### config.mk
export PLATFORM = sky130hd
export DESIGN_NAME = ex_mdu_flat
export DESIGN_NICKNAME = d
export VERILOG_FILES = /design/src/rtl/ex_mdu_if.sv /design/src/rtl/ex_mdu.sv /design/src/flat_wrapper.sv
export SDC_FILE = /design/constraint.sdc
export NUM_CORES = 1
export LEC_CHECK = 0
export BUFFER_PORTS_ARGS = -buffer_cell sky130_fd_sc_hd__buf_2
export CAP_MARGIN = 0
export CORE_MARGIN = 4
export CORE_UTILIZATION = 50
export DETAILED_ROUTE_END_ITERATION = 7
export PLACE_DENSITY = 0.64
export SYNTH_ARGS = -nofsm -noshare
export SYNTH_HDL_FRONTEND = slang
export SYNTH_SLANG_ARGS = --single-unit
### constraint.sdc
create_clock -name clk -period 6.5 [get_ports clk]
set_input_delay 0.65 -clock clk [delete_from_list [all_inputs] [get_ports clk]]
set_output_delay 0.65 -clock clk [all_outputs]
set_load 0.01 [all_outputs]
### src/rtl/ex_mdu_if.sv
// ex_mdu_if: issue/result bundle between the EX stage and the iterative
// multiply/divide unit.
//   master (EX side) : drives mdu_valid_i, mdu_op_i, rs1/rs2 operands,
//                      flush_i, mdu_res_ready_i; observes ready/busy/result.
//   slave  (MDU side): the mirror image.
interface ex_mdu_if #(
  parameter int XLEN = 32
);
  logic            mdu_valid_i;
  logic [2:0]      mdu_op_i;
  logic [XLEN-1:0] rs1_rdata_i;
  logic [XLEN-1:0] rs2_rdata_i;
  logic            flush_i;
  logic            mdu_res_ready_i;
  logic            mdu_ready_o;
  logic            mdu_busy_o;
  logic            mdu_res_valid_o;
  logic [XLEN-1:0] mdu_res_o;

  modport master (
    output mdu_valid_i, mdu_op_i, rs1_rdata_i, rs2_rdata_i, flush_i, mdu_res_ready_i,
    input  mdu_ready_o, mdu_busy_o, mdu_res_valid_o, mdu_res_o
  );

  modport slave (
    input  mdu_valid_i, mdu_op_i, rs1_rdata_i, rs2_rdata_i, flush_i, mdu_res_ready_i,
    output mdu_ready_o, mdu_busy_o, mdu_res_valid_o, mdu_res_o
  );
endinterface

### src/rtl/ex_mdu.sv
// ex_mdu: iterative RV M-extension unit (MUL/MULH/MULHSU/MULHU/DIV/DIVU/
// REM/REMU). Radix-2 shift-add multiplier and restoring divider working on
// operand magnitudes; signs are re-applied when the result is captured.
// Divide-by-zero and signed overflow complete one cycle after accept.
// Ports:
//   clk  - clock, rising edge
//   rst  - synchronous active-high reset
//   mdu  - ex_mdu_if.slave: issue (valid/op/rs1/rs2), flush, result
//          handshake (res_valid/res/res_ready), ready and busy status
module ex_mdu #(
  parameter int XLEN = 32
) (
  input  logic     clk,
  input  logic     rst,
  ex_mdu_if.slave  mdu
);

  localparam int CNT_W = $clog2(XLEN) + 1;
  localparam logic [XLEN-1:0] MIN_NEG = {1'b1, {(XLEN-1){1'b0}}};

  typedef enum logic [1:0] {IDLE, MUL, DIV, DONE} state_t;

  state_t            state, state_next;
  logic [CNT_W-1:0]  cnt, cnt_next;
  logic [1:0]        kind, kind_next;          // funct3[1:0]: selects result half / quo vs rem
  logic              neg, neg_next;            // product/quotient must be negated
  logic              sign_rem, sign_rem_next;  // dividend sign, given to the remainder
  logic [2*XLEN-1:0] opa, opa_next;            // shifted multiplicand
  logic [XLEN-1:0]   opb, opb_next;            // multiplier (shifts right) or divisor
  logic [2*XLEN-1:0] acc, acc_next;            // product, or {remainder, quotient}
  logic [XLEN-1:0]   res, res_next;

  logic [2:0]        op;
  logic [XLEN-1:0]   rs1, rs2;
  logic              accept, a_signed, b_signed, sign_a, sign_b, div_ovf, last;
  logic [XLEN-1:0]   a_mag, b_mag, quo, rem;
  logic [2*XLEN-1:0] mul_sum, prod, div_acc;
  logic [XLEN:0]     trial;

  assign op  = mdu.mdu_op_i;
  assign rs1 = mdu.rs1_rdata_i;
  assign rs2 = mdu.rs2_rdata_i;

  assign accept   = mdu.mdu_valid_i & (state == IDLE) & ~mdu.flush_i;
  // rs1 is signed for MULH, MULHSU, DIV, REM; rs2 for MULH, DIV, REM.
  assign a_signed = (op == 3'b001) | (op == 3'b010) | (op[2] & ~op[0]);
  assign b_signed = (op == 3'b001) | (op[2] & ~op[0]);
  assign sign_a   = a_signed & rs1[XLEN-1];
  assign sign_b   = b_signed & rs2[XLEN-1];
  // The most negative value maps onto itself, which is its correct magnitude.
  assign a_mag    = sign_a ? -rs1 : rs1;
  assign b_mag    = sign_b ? -rs2 : rs2;
  assign div_ovf  = op[2] & ~op[0] & (rs1 == MIN_NEG) & (rs2 == '1);
  assign last     = (cnt == CNT_W'(XLEN - 1));

  // One multiply step and its sign-corrected final value.
  assign mul_sum = acc + (opb[0] ? opa : '0);
  assign prod    = neg ? -mul_sum : mul_sum;

  // One restoring divide step: {rem,quo} << 1, then trial-subtract the
  // divisor from the widened partial remainder; a borrow keeps the shift.
  assign trial   = acc[2*XLEN-1:XLEN-1] - {1'b0, opb};
  assign div_acc = trial[XLEN] ? {acc[2*XLEN-2:0], 1'b0}
                               : {trial[XLEN-1:0], acc[XLEN-2:0], 1'b1};
  assign quo     = neg      ? -div_acc[XLEN-1:0]      : div_acc[XLEN-1:0];
  assign rem     = sign_rem ? -div_acc[2*XLEN-1:XLEN] : div_acc[2*XLEN-1:XLEN];

  // NOTE: every target gets a default at the top so no path leaves one
  // unassigned, which would otherwise infer a latch.
  always_comb begin
    state_next    = state;
    cnt_next      = cnt;
    kind_next     = kind;
    neg_next      = neg;
    sign_rem_next = sign_rem;
    opa_next      = opa;
    opb_next      = opb;
    acc_next      = acc;
    res_next      = res;

    case (state)
      IDLE: begin
        if (accept) begin
          kind_next     = op[1:0];
          neg_next      = sign_a ^ sign_b;
          sign_rem_next = sign_a;
          opa_next      = {{XLEN{1'b0}}, a_mag};
          opb_next      = b_mag;
          acc_next      = op[2] ? {{XLEN{1'b0}}, a_mag} : '0;
          cnt_next      = '0;
          if (!op[2]) begin
            state_next = MUL;
          end else if (rs2 == '0) begin
            state_next = DONE;
            res_next   = op[1] ? rs1 : '1;
          end else if (div_ovf) begin
            state_next = DONE;
            res_next   = op[1] ? '0 : rs1;
          end else begin
            state_next = DIV;
          end
        end
      end
      MUL: begin
        acc_next = mul_sum;
        opa_next = opa << 1;
        opb_next = opb >> 1;
        cnt_next = cnt + CNT_W'(1);
        if (last) begin
          state_next = DONE;
          res_next   = (kind == 2'b00) ? prod[XLEN-1:0] : prod[2*XLEN-1:XLEN];
        end
      end
      DIV: begin
        acc_next = div_acc;
        cnt_next = cnt + CNT_W'(1);
        if (last) begin
          state_next = DONE;
          res_next   = kind[1] ? rem : quo;
        end
      end
      DONE: begin
        if (mdu.mdu_res_ready_i) state_next = IDLE;
      end
      default: state_next = IDLE;
    endcase

    // Flush wins over accept and over the result handshake.
    if (mdu.flush_i) state_next = IDLE;
  end

  // NOTE: sequential state uses non-blocking assignments so every register
  // samples the pre-edge value of every other register.
  always_ff @(posedge clk) begin
    if (rst) begin
      state    <= IDLE;
      cnt      <= '0;
      kind     <= '0;
      neg      <= 1'b0;
      sign_rem <= 1'b0;
      opa      <= '0;
      opb      <= '0;
      acc      <= '0;
      res      <= '0;
    end else begin
      state    <= state_next;
      cnt      <= cnt_next;
      kind     <= kind_next;
      neg      <= neg_next;
      sign_rem <= sign_rem_next;
      opa      <= opa_next;
      opb      <= opb_next;
      acc      <= acc_next;
      res      <= res_next;
    end
  end

  assign mdu.mdu_ready_o     = (state == IDLE);
  assign mdu.mdu_busy_o      = (state != IDLE);
  assign mdu.mdu_res_valid_o = (state == DONE);
  assign mdu.mdu_res_o       = res;

endmodule

### src/flat_wrapper.sv
// flat-port wrapper written by rule: the top's interface ports become plain ports
module ex_mdu_flat 
#(
  parameter int XLEN = 32
)
  (clk, rst, mdu_mdu_valid_i, mdu_mdu_op_i, mdu_rs1_rdata_i, mdu_rs2_rdata_i, mdu_flush_i, mdu_mdu_res_ready_i, mdu_mdu_ready_o, mdu_mdu_busy_o, mdu_mdu_res_valid_o, mdu_mdu_res_o);
  ex_mdu_if #(.XLEN(XLEN)) mdu_i ();
  input  logic clk;
  input  logic rst;
  input wire logic [$bits(mdu_i.mdu_valid_i)-1:0] mdu_mdu_valid_i;
  input wire logic [$bits(mdu_i.mdu_op_i)-1:0] mdu_mdu_op_i;
  input wire logic [$bits(mdu_i.rs1_rdata_i)-1:0] mdu_rs1_rdata_i;
  input wire logic [$bits(mdu_i.rs2_rdata_i)-1:0] mdu_rs2_rdata_i;
  input wire logic [$bits(mdu_i.flush_i)-1:0] mdu_flush_i;
  input wire logic [$bits(mdu_i.mdu_res_ready_i)-1:0] mdu_mdu_res_ready_i;
  output wire logic [$bits(mdu_i.mdu_ready_o)-1:0] mdu_mdu_ready_o;
  output wire logic [$bits(mdu_i.mdu_busy_o)-1:0] mdu_mdu_busy_o;
  output wire logic [$bits(mdu_i.mdu_res_valid_o)-1:0] mdu_mdu_res_valid_o;
  output wire logic [$bits(mdu_i.mdu_res_o)-1:0] mdu_mdu_res_o;
  assign mdu_i.mdu_valid_i = mdu_mdu_valid_i;
  assign mdu_i.mdu_op_i = mdu_mdu_op_i;
  assign mdu_i.rs1_rdata_i = mdu_rs1_rdata_i;
  assign mdu_i.rs2_rdata_i = mdu_rs2_rdata_i;
  assign mdu_i.flush_i = mdu_flush_i;
  assign mdu_i.mdu_res_ready_i = mdu_mdu_res_ready_i;
  assign mdu_mdu_ready_o = mdu_i.mdu_ready_o;
  assign mdu_mdu_busy_o = mdu_i.mdu_busy_o;
  assign mdu_mdu_res_valid_o = mdu_i.mdu_res_valid_o;
  assign mdu_mdu_res_o = mdu_i.mdu_res_o;
  ex_mdu #(.XLEN(XLEN)) u_core (.clk(clk), .rst(rst), .mdu(mdu_i));
endmodule
==> results.md, run 1 <==
- Hold_buf cts: 0
- DR WL/cell: around 27 µm
- Post-DP HPWL: 79700 µm
- Post-CTS Resized: 0
- Core Region: between 0.04 and 0.05 mm²
- RSZ-0062 raised after global routing: no
- Horiz. Die Dim: 221 µm
- Final count of hold timing violations: 0
- Final worst-path setup slack: 0.354 ns
- DRC: 0
- DR top layer: met5
- FP Rows: 77
- # IOs: 107
- Vias per Instance: 7.03
- Drt total wl: 104000 µm
- Slew headroom: 0.120
- Syn nets: between 3000 and 4000
- Synth area leaders: dfxtp_1 (18%), nor2_1 (7.1%), a21oi_1 (6.6%)
- WL met3: approximately 14000 µm
- DRT iter0 DRCs: 3791
- Initial antenna violation count: 3
- Worst IR Drop VDD: between 0.00015 and 0.0002 V
- Final Net Count: around 3400
- Root buf cell: clkbuf_16
- Largest net degree at the start of global routing: 157
- Pre-Repair DR Iteration Count: 8
- Critical path buffers and inverters: 1
- Warnings, synthesis: 0
- Setup TNS: 0 ns
- Remaining antenna violation count after routing: 0
- Pins Over Slew Limit: 0
- Worst EP arrival: 6.64 ns
- Post-synthesis instance area: 0.0227 mm²
- Cell Pwr Density: 193 mW/mm²
- CP max stage cell: nor3b_1
- CP dominant cell by count: o211ai_1
- EDFF count, synth: 0
- Final Cycle Share: 0.946
- Met2 routed WL: ~44000 µm
- WL met1: approximately 43000 µm
- Critical path type: flip-flop to flip-flop
- Maximum root-to-sink buffer count: 3
- Vias: 26900
- Final GP Congestion: 1.08
- Tot Pwr: 4.74 mW
- Top cell type's share of synthesized area: 0.180
- Sinks on Clock Net: approximately 200
- H-tree depth: 1
- Crit-path cells: and2_1 > ha_1 > inv_1 > fa_1 > and2b_1 > o211ai_1 > a2111o_1 > a311oi_2 > nor4_1 > nor3b_1 > a2111oi_4 > nand4_2 > or2_0 > mux2i_1 > nor3_1 > o211ai_1 > a221oi_1
- Max cap viols: 0
- Setup violators final: 0
- Fin area: 0.0246 mm²
- Later-pin clock latency in the skew report: around 0.59 ns
- IO buf count: 106
- Clock slew at reported path FFs: roughly 0.060 ns
- Die Y: about 220 µm
- First-pass GRT wire length: between 150000 and 200000 µm
- Initial Utilization: 0.509
- Yosys reg bits: approximately 200
- Async set-reset flop share out of synthesis: 0
- Cells after Synth: 3258
- Die area: 0.0489 mm²
- Dominant cell type by area after synthesis: dfxtp_1
- Synth cell types: 113
- Required @ worst endpoint: 6.99 ns
- Post-CTS Setup Bufs: 0
- Instance area after placement: 0.0235 mm²
- Sequential share of the synthesized area: 0.180
- CP max stage delay: ~0.85 ns
- Cell family with the largest share of critical-path delay: simple AND/OR/NAND/NOR gates
- Area Overhead vs Synth: 8.18%
- Lkg Pwr: 9.67 nW
- Total gr overflow: 0
- Clock tree from TritonCTS: built
- Fmax: 163 MHz
- All-Layer GR Usage: 0.398
- Mapped Avg Cell Area: 6.97 µm²
- Startpoint type of the worst setup path: flip-flop
- Worst min-delay path category: primary input to flip-flop
- TritonCTS Buffers: 28
- Vias in the first global route: between 20000 and 25000
- Crit path capture type: flip-flop
- Layout cell share with drive strength beyond 1: 0.0890
- Status: finished, final reports clean
- Worst-margin pin slew: about 1.3 ns
- Ys flop type: dfxtp_1
- Pre-CTS WS: 0.469 ns
- Crit Path Max Fanout: 23
- Fin Clk Skew: 0.0196 ns
- Min Clock Period, post-route: 6.15 ns
[power breakdown]
part | internal, mW | leakage [nW] | total (mW) | switching (mW)
clock network | 1.05 | 0.489 | 1.73 | 0.682
registers | 1.30 | 1.65 | 1.37 | 0.0714
logic | 0.505 | 7.53 | 1.64 | 1.13
[cells by family (layout without fill, tap and decap cells)]
family,Yosys count,count (layout),share of synthesized area
mux,62,62,0.0280
other cells,0,1,0
flops,204,204,0.180
xor+xnor,206,206,0.0794
simple gates,1287,1287,0.273
buf+inv,303,281,0.0525
compound gates,1058,1058,0.313
fa+ha+maj,138,138,0.0734
[area by class of cell]
type | instances | area, µm²
repair buffers | 155 | 915
fillers | 4451 | 20000
multi-input cells | 2751 | 17500
clock inverters | 17 | 248
well taps | 592 | 741
inverters | 76 | 285
flip-flops and latches | 204 | 4090
clock buffers | 33 | 771
diodes | 1 | 2.50
[path summary, 6_finish.rpt]
check        slack, ns                                     to                        start  depth (start not counted)
min reg2reg       0.49            u_core.opb[17]$_SDFFE_PP0P_  u_core.opb[17]$_SDFFE_PP0P_                          2
min               0.29           u_core.state[0]$_SDFFE_PP0P_                  mdu_flush_i                          2
max               0.35  u_core.mdu.mdu_res_o[19]$_SDFFE_PP0P_   u_core.opb[0]$_SDFFE_PP0P_                         17
max reg2reg       0.35  u_core.mdu.mdu_res_o[19]$_SDFFE_PP0P_   u_core.opb[0]$_SDFFE_PP0P_                         17
[cells in the mapped netlist, types with 16 or more instances]
master / count
nand3_1: 58
o21a_1: 22
o41ai_1: 16
xnor2_1: 131
nor2_1: 429
dfxtp_1: 204
nand2_1: 324
and2_1: 86
nor4_1: 45
a221oi_1: 23
nand2b_1: 16
a21oi_1: 299
a311oi_1: 16
a31oi_1: 24
inv_1: 75
nor3_1: 80
or2_2: 16
a22o_1: 33
and3_1: 20
o31ai_1: 43
or3_1: 60
or4_1: 23
xor2_1: 75
maj3_1: 30
buf_1: 18
o211ai_1: 30
a21o_1: 43
a211oi_1: 57
mux2i_1: 50
o21ai_0: 191
clkbuf_1: 184
a22oi_1: 74
o22ai_1: 16
ha_1: 106
nand4_1: 60
buf_2: 18
a222oi_1: 30
[registers in the layout, indices dropped and copies added, names as in the netlist]
register and count:
u_core.acc 64, u_core.cnt 6, u_core.kind 2, u_core.mdu.mdu_res_o 32, u_core.neg 1, u_core.opa 64, u_core.opb 32, u_core.sign_rem 1
u_core.state 2
[per-layer routing]
metal,global-route usage,vias up
met5,0,-
li1,-,12014
met2,0.591,1741
met4,0.138,2
met3,0.104,227
met1,0.560,12916
[per-stage QoR]
step	hold WS (ns)	utilization	std cells
global route	0.309	0.551	3828
finish	0.294	0.551	3829
CTS	0.274	0.551	3827
floorplan	0.444	-	3258
global placement	0.466	0.528	3777
detailed placement	0.479	0.528	3777
[cell usage in the layout, fill, tap and decap left out, drive strengths merged, types with 60 or more instances in the layout]
| master | Yosys | layout |
|---|---|---|
| nor3 | 86 | 86 |
| xor2 | 75 | 75 |
| ha | 106 | 106 |
| buf | 42 | 154 |
| or3 | 60 | 60 |
| o21ai | 205 | 205 |
| a22oi | 74 | 74 |
| xnor2 | 131 | 131 |
| dfxtp | 204 | 204 |
| a21oi | 301 | 301 |
| nor2 | 429 | 429 |
| nand2 | 324 | 324 |
| inv | 75 | 77 |
| nand4 | 63 | 63 |
| and2 | 88 | 88 |
No activity file was read; power rests on OpenSTA's default activity.
==> inputs of run 2 (changes only) <==
==> constraint.sdc (replaced) <==
create_clock -name clk -period 6.8 [get_ports clk]
set_input_delay 0.68 -clock clk [delete_from_list [all_inputs] [get_ports clk]]
set_output_delay 0.68 -clock clk [all_outputs]
set_load 0.01 [all_outputs]
==> run 2 against run 1 <==
  * Global-route usage decreased by 0.18 points
  * Critical path depth increased by 1
  * Hold slack improved by 0.027 ns
  * Sequential share of layout area about the same
==> results.md, run 2 (synthesis results as in run 1) <==
- CP max stage delay: 0.73 ns
- All-Layer GR Usage: 0.396
- Min Hold Slack: about 0.32 ns
- Placed cell count: around 3800
- Layout cell share with drive strength beyond 1: 0.0890
- Min Clock Period, post-route: slightly below 6 ns
- Final Cycle Share: 0.855
- Tot Pwr: between 4 and 5 mW
- Worst reg2reg path depth: 18
- Final GP Congestion: between 1 and 1.5
- Clock slew at reported path FFs: 0.07 ns
- Worst-margin pin slew: between 1 and 1.5 ns
- Cell Pwr Density: roughly 180 mW/mm²
- Sinks on Clock Net: 204
- Area Overhead vs Synth: 7.93%
- TritonCTS Buffers: 27
- Pre-Repair DR Iteration Count: 8
- Max cap viols: 0
- # IOs: 107
- CP max stage cell: a2111oi_2
- Final Non-Filler Cells: 3830
- Initial antenna violation count: 3
- Horiz. Die Dim: approximately 220 µm
- Required @ worst endpoint: 7.29 ns
- Crit-path cells: and2_1 > ha_1 > inv_1 > fa_1 > and2b_1 > o211a_4 > o211ai_1 > a2111oi_2 > nor4_1 > a311oi_1 > buf_4 > a2111oi_4 > nand4_2 > or2_0 > mux2i_1 > nor3_1 > o211ai_1 > a221oi_1
- Final count of hold timing violations: 0
- IO buf count: 106
- Vias per Instance: 7.00
- DR WL/cell: 27.0 µm
- Final Net Count: 3396
- H-tree depth: 1
- Fin Clk Skew: 0.0388 ns
- Initial Utilization: 0.509
- First-pass GRT wire length: 154000 µm
- Core Region: 0.0446 mm²
- Setup violators final: 0
- Die Y: 221 µm
- Pins Over Slew Limit: 0
- Drt total wl: 103000 µm
- DRC: 0
- Pre-CTS WS: 1.09 ns
- Commonest non-fill, non-tap cell in the layout: nor2_1
- Worst IR Drop VDD: between 0.0002 and 0.00025 V
- Status: finished, final reports clean
- Largest net degree at the start of global routing: 94
- Setup TNS: 0 ns
- Post-DP HPWL: 79900 µm
- DRT iter0 DRCs: between 4000 and 5000
- Worst EP arrival: 6.30 ns
- Startpoint type of the worst setup path: flip-flop
- Hold_buf cts: 0
- CP dominant cell by count: o211ai_1
- Most frequent cells in the layout: nor2_1 (427), nand2_1 (323), a21oi_1 (297), dfxtp_1 (202), o21ai_0 (191)
- FP Rows: 77
- RR Endpoint: u_core.mdu.mdu_res_o[19]$_SDFFE_PP0P_
- Vias: 26799
- Worst min-delay path category: primary input to flip-flop
- Biggest regs: u_core.acc x64, u_core.opa x64
- Hold Path Stages: 2
- Remaining antenna violation count after routing: 0
- Clock tree from TritonCTS: built
- Maximum root-to-sink buffer count: 3
- Vias in the first global route: 24305
- Post-CTS Resized: 0
- Total gr overflow: 0
- FF-to-FF setup slack: 0.99 ns
- Slew headroom: 0.121
- Lkg Pwr: 9.65 nW
- Root buf cell: clkbuf_16
- Die area: 0.0489 mm²
- Post-CTS Setup Bufs: 0
- Fmax: between 150 and 200 MHz
- Later-pin clock latency in the skew report: 0.58 ns
- RSZ-0062 raised after global routing: no
- Hold endpoint: u_core.state[0]$_SDFFE_PP0P_
- Critical path type: flip-flop to flip-flop
- Crit path capture type: flip-flop
- Crit Path Max Fanout: 31
- Worst Min Path Start: mdu_flush_i
- Worst r2r src: u_core.opb[0]$_SDFFE_PP0P_
- Final worst-path setup slack: approximately 0.99 ns
[run 2: metrics by stage]
step	area [µm²]	utilization
finish	24500	0.550
global route	24500	0.550
floorplan	22700	-
detailed placement	23600	0.528
global placement	23600	0.528
CTS	24500	0.550
[run 2: layout make-up]
type / instances / area (µm²)
timing repair buffer: 156 / 912
clock inverter: 14 / 183
fill: 4507 / 20100
tap: 592 / 741
multi-input combinational: 2751 / 17500
sequential: 204 / 4090
antenna: 2 / 5.00
clock buffer: 35 / 776
inverter: 76 / 285
[run 2: worst max-delay path by stage]
stage | cells after the start | to | start | slack [ns]
2_1_floorplan | 24 | u_core.mdu.mdu_res_o[22]$_SDFFE_PP0P_ | u_core.acc[31]$_SDFFE_PP0P_ | 1.77
3_3_place_gp | 18 | u_core.mdu.mdu_res_o[19]$_SDFFE_PP0P_ | u_core.opb[0]$_SDFFE_PP0P_ | 1.20
3_5_place_dp | 14 | u_core.mdu.mdu_res_o[19]$_SDFFE_PP0P_ | u_core.opb[0]$_SDFFE_PP0P_ | 1.09
4_1_cts | 14 | u_core.mdu.mdu_res_o[19]$_SDFFE_PP0P_ | u_core.opb[0]$_SDFFE_PP0P_ | 1.08
5_1_grt | 20 | u_core.mdu.mdu_res_o[20]$_SDFFE_PP0P_ | u_core.opb[0]$_SDFFE_PP0P_ | 0.59
6_report | 18 | u_core.mdu.mdu_res_o[19]$_SDFFE_PP0P_ | u_core.opb[0]$_SDFFE_PP0P_ | 0.99
[run 2: power by group]
| part | internal (mW) | switching (mW) |
|---|---|---|
| logic | 0.483 | 1.08 |
| clock network | 0.952 | 0.606 |
| registers | 1.24 | 0.0661 |
| total | 2.68 | 1.75 |
[run 2: layer usage]
metal,vias up,wire length (µm),global-route usage
met5,-,109,0.0137
met4,4,4600,0.141
met3,295,14800,0.114
met2,1786,42800,0.590
met1,12718,41000,0.547
li1,11996,-,-
[run 2: worst max-delay path: cells and delay by family (launching register included)]
family / cells / cell delay, ns
AOI/OAI and AO/OA: 7 / 2.19
buffers and inverters: 2 / 0.32
and+or+nand+nor: 6 / 1.79
DFF: 1 / 0.67
adders and majority gates: 2 / 0.56
muxes: 1 / 0.16
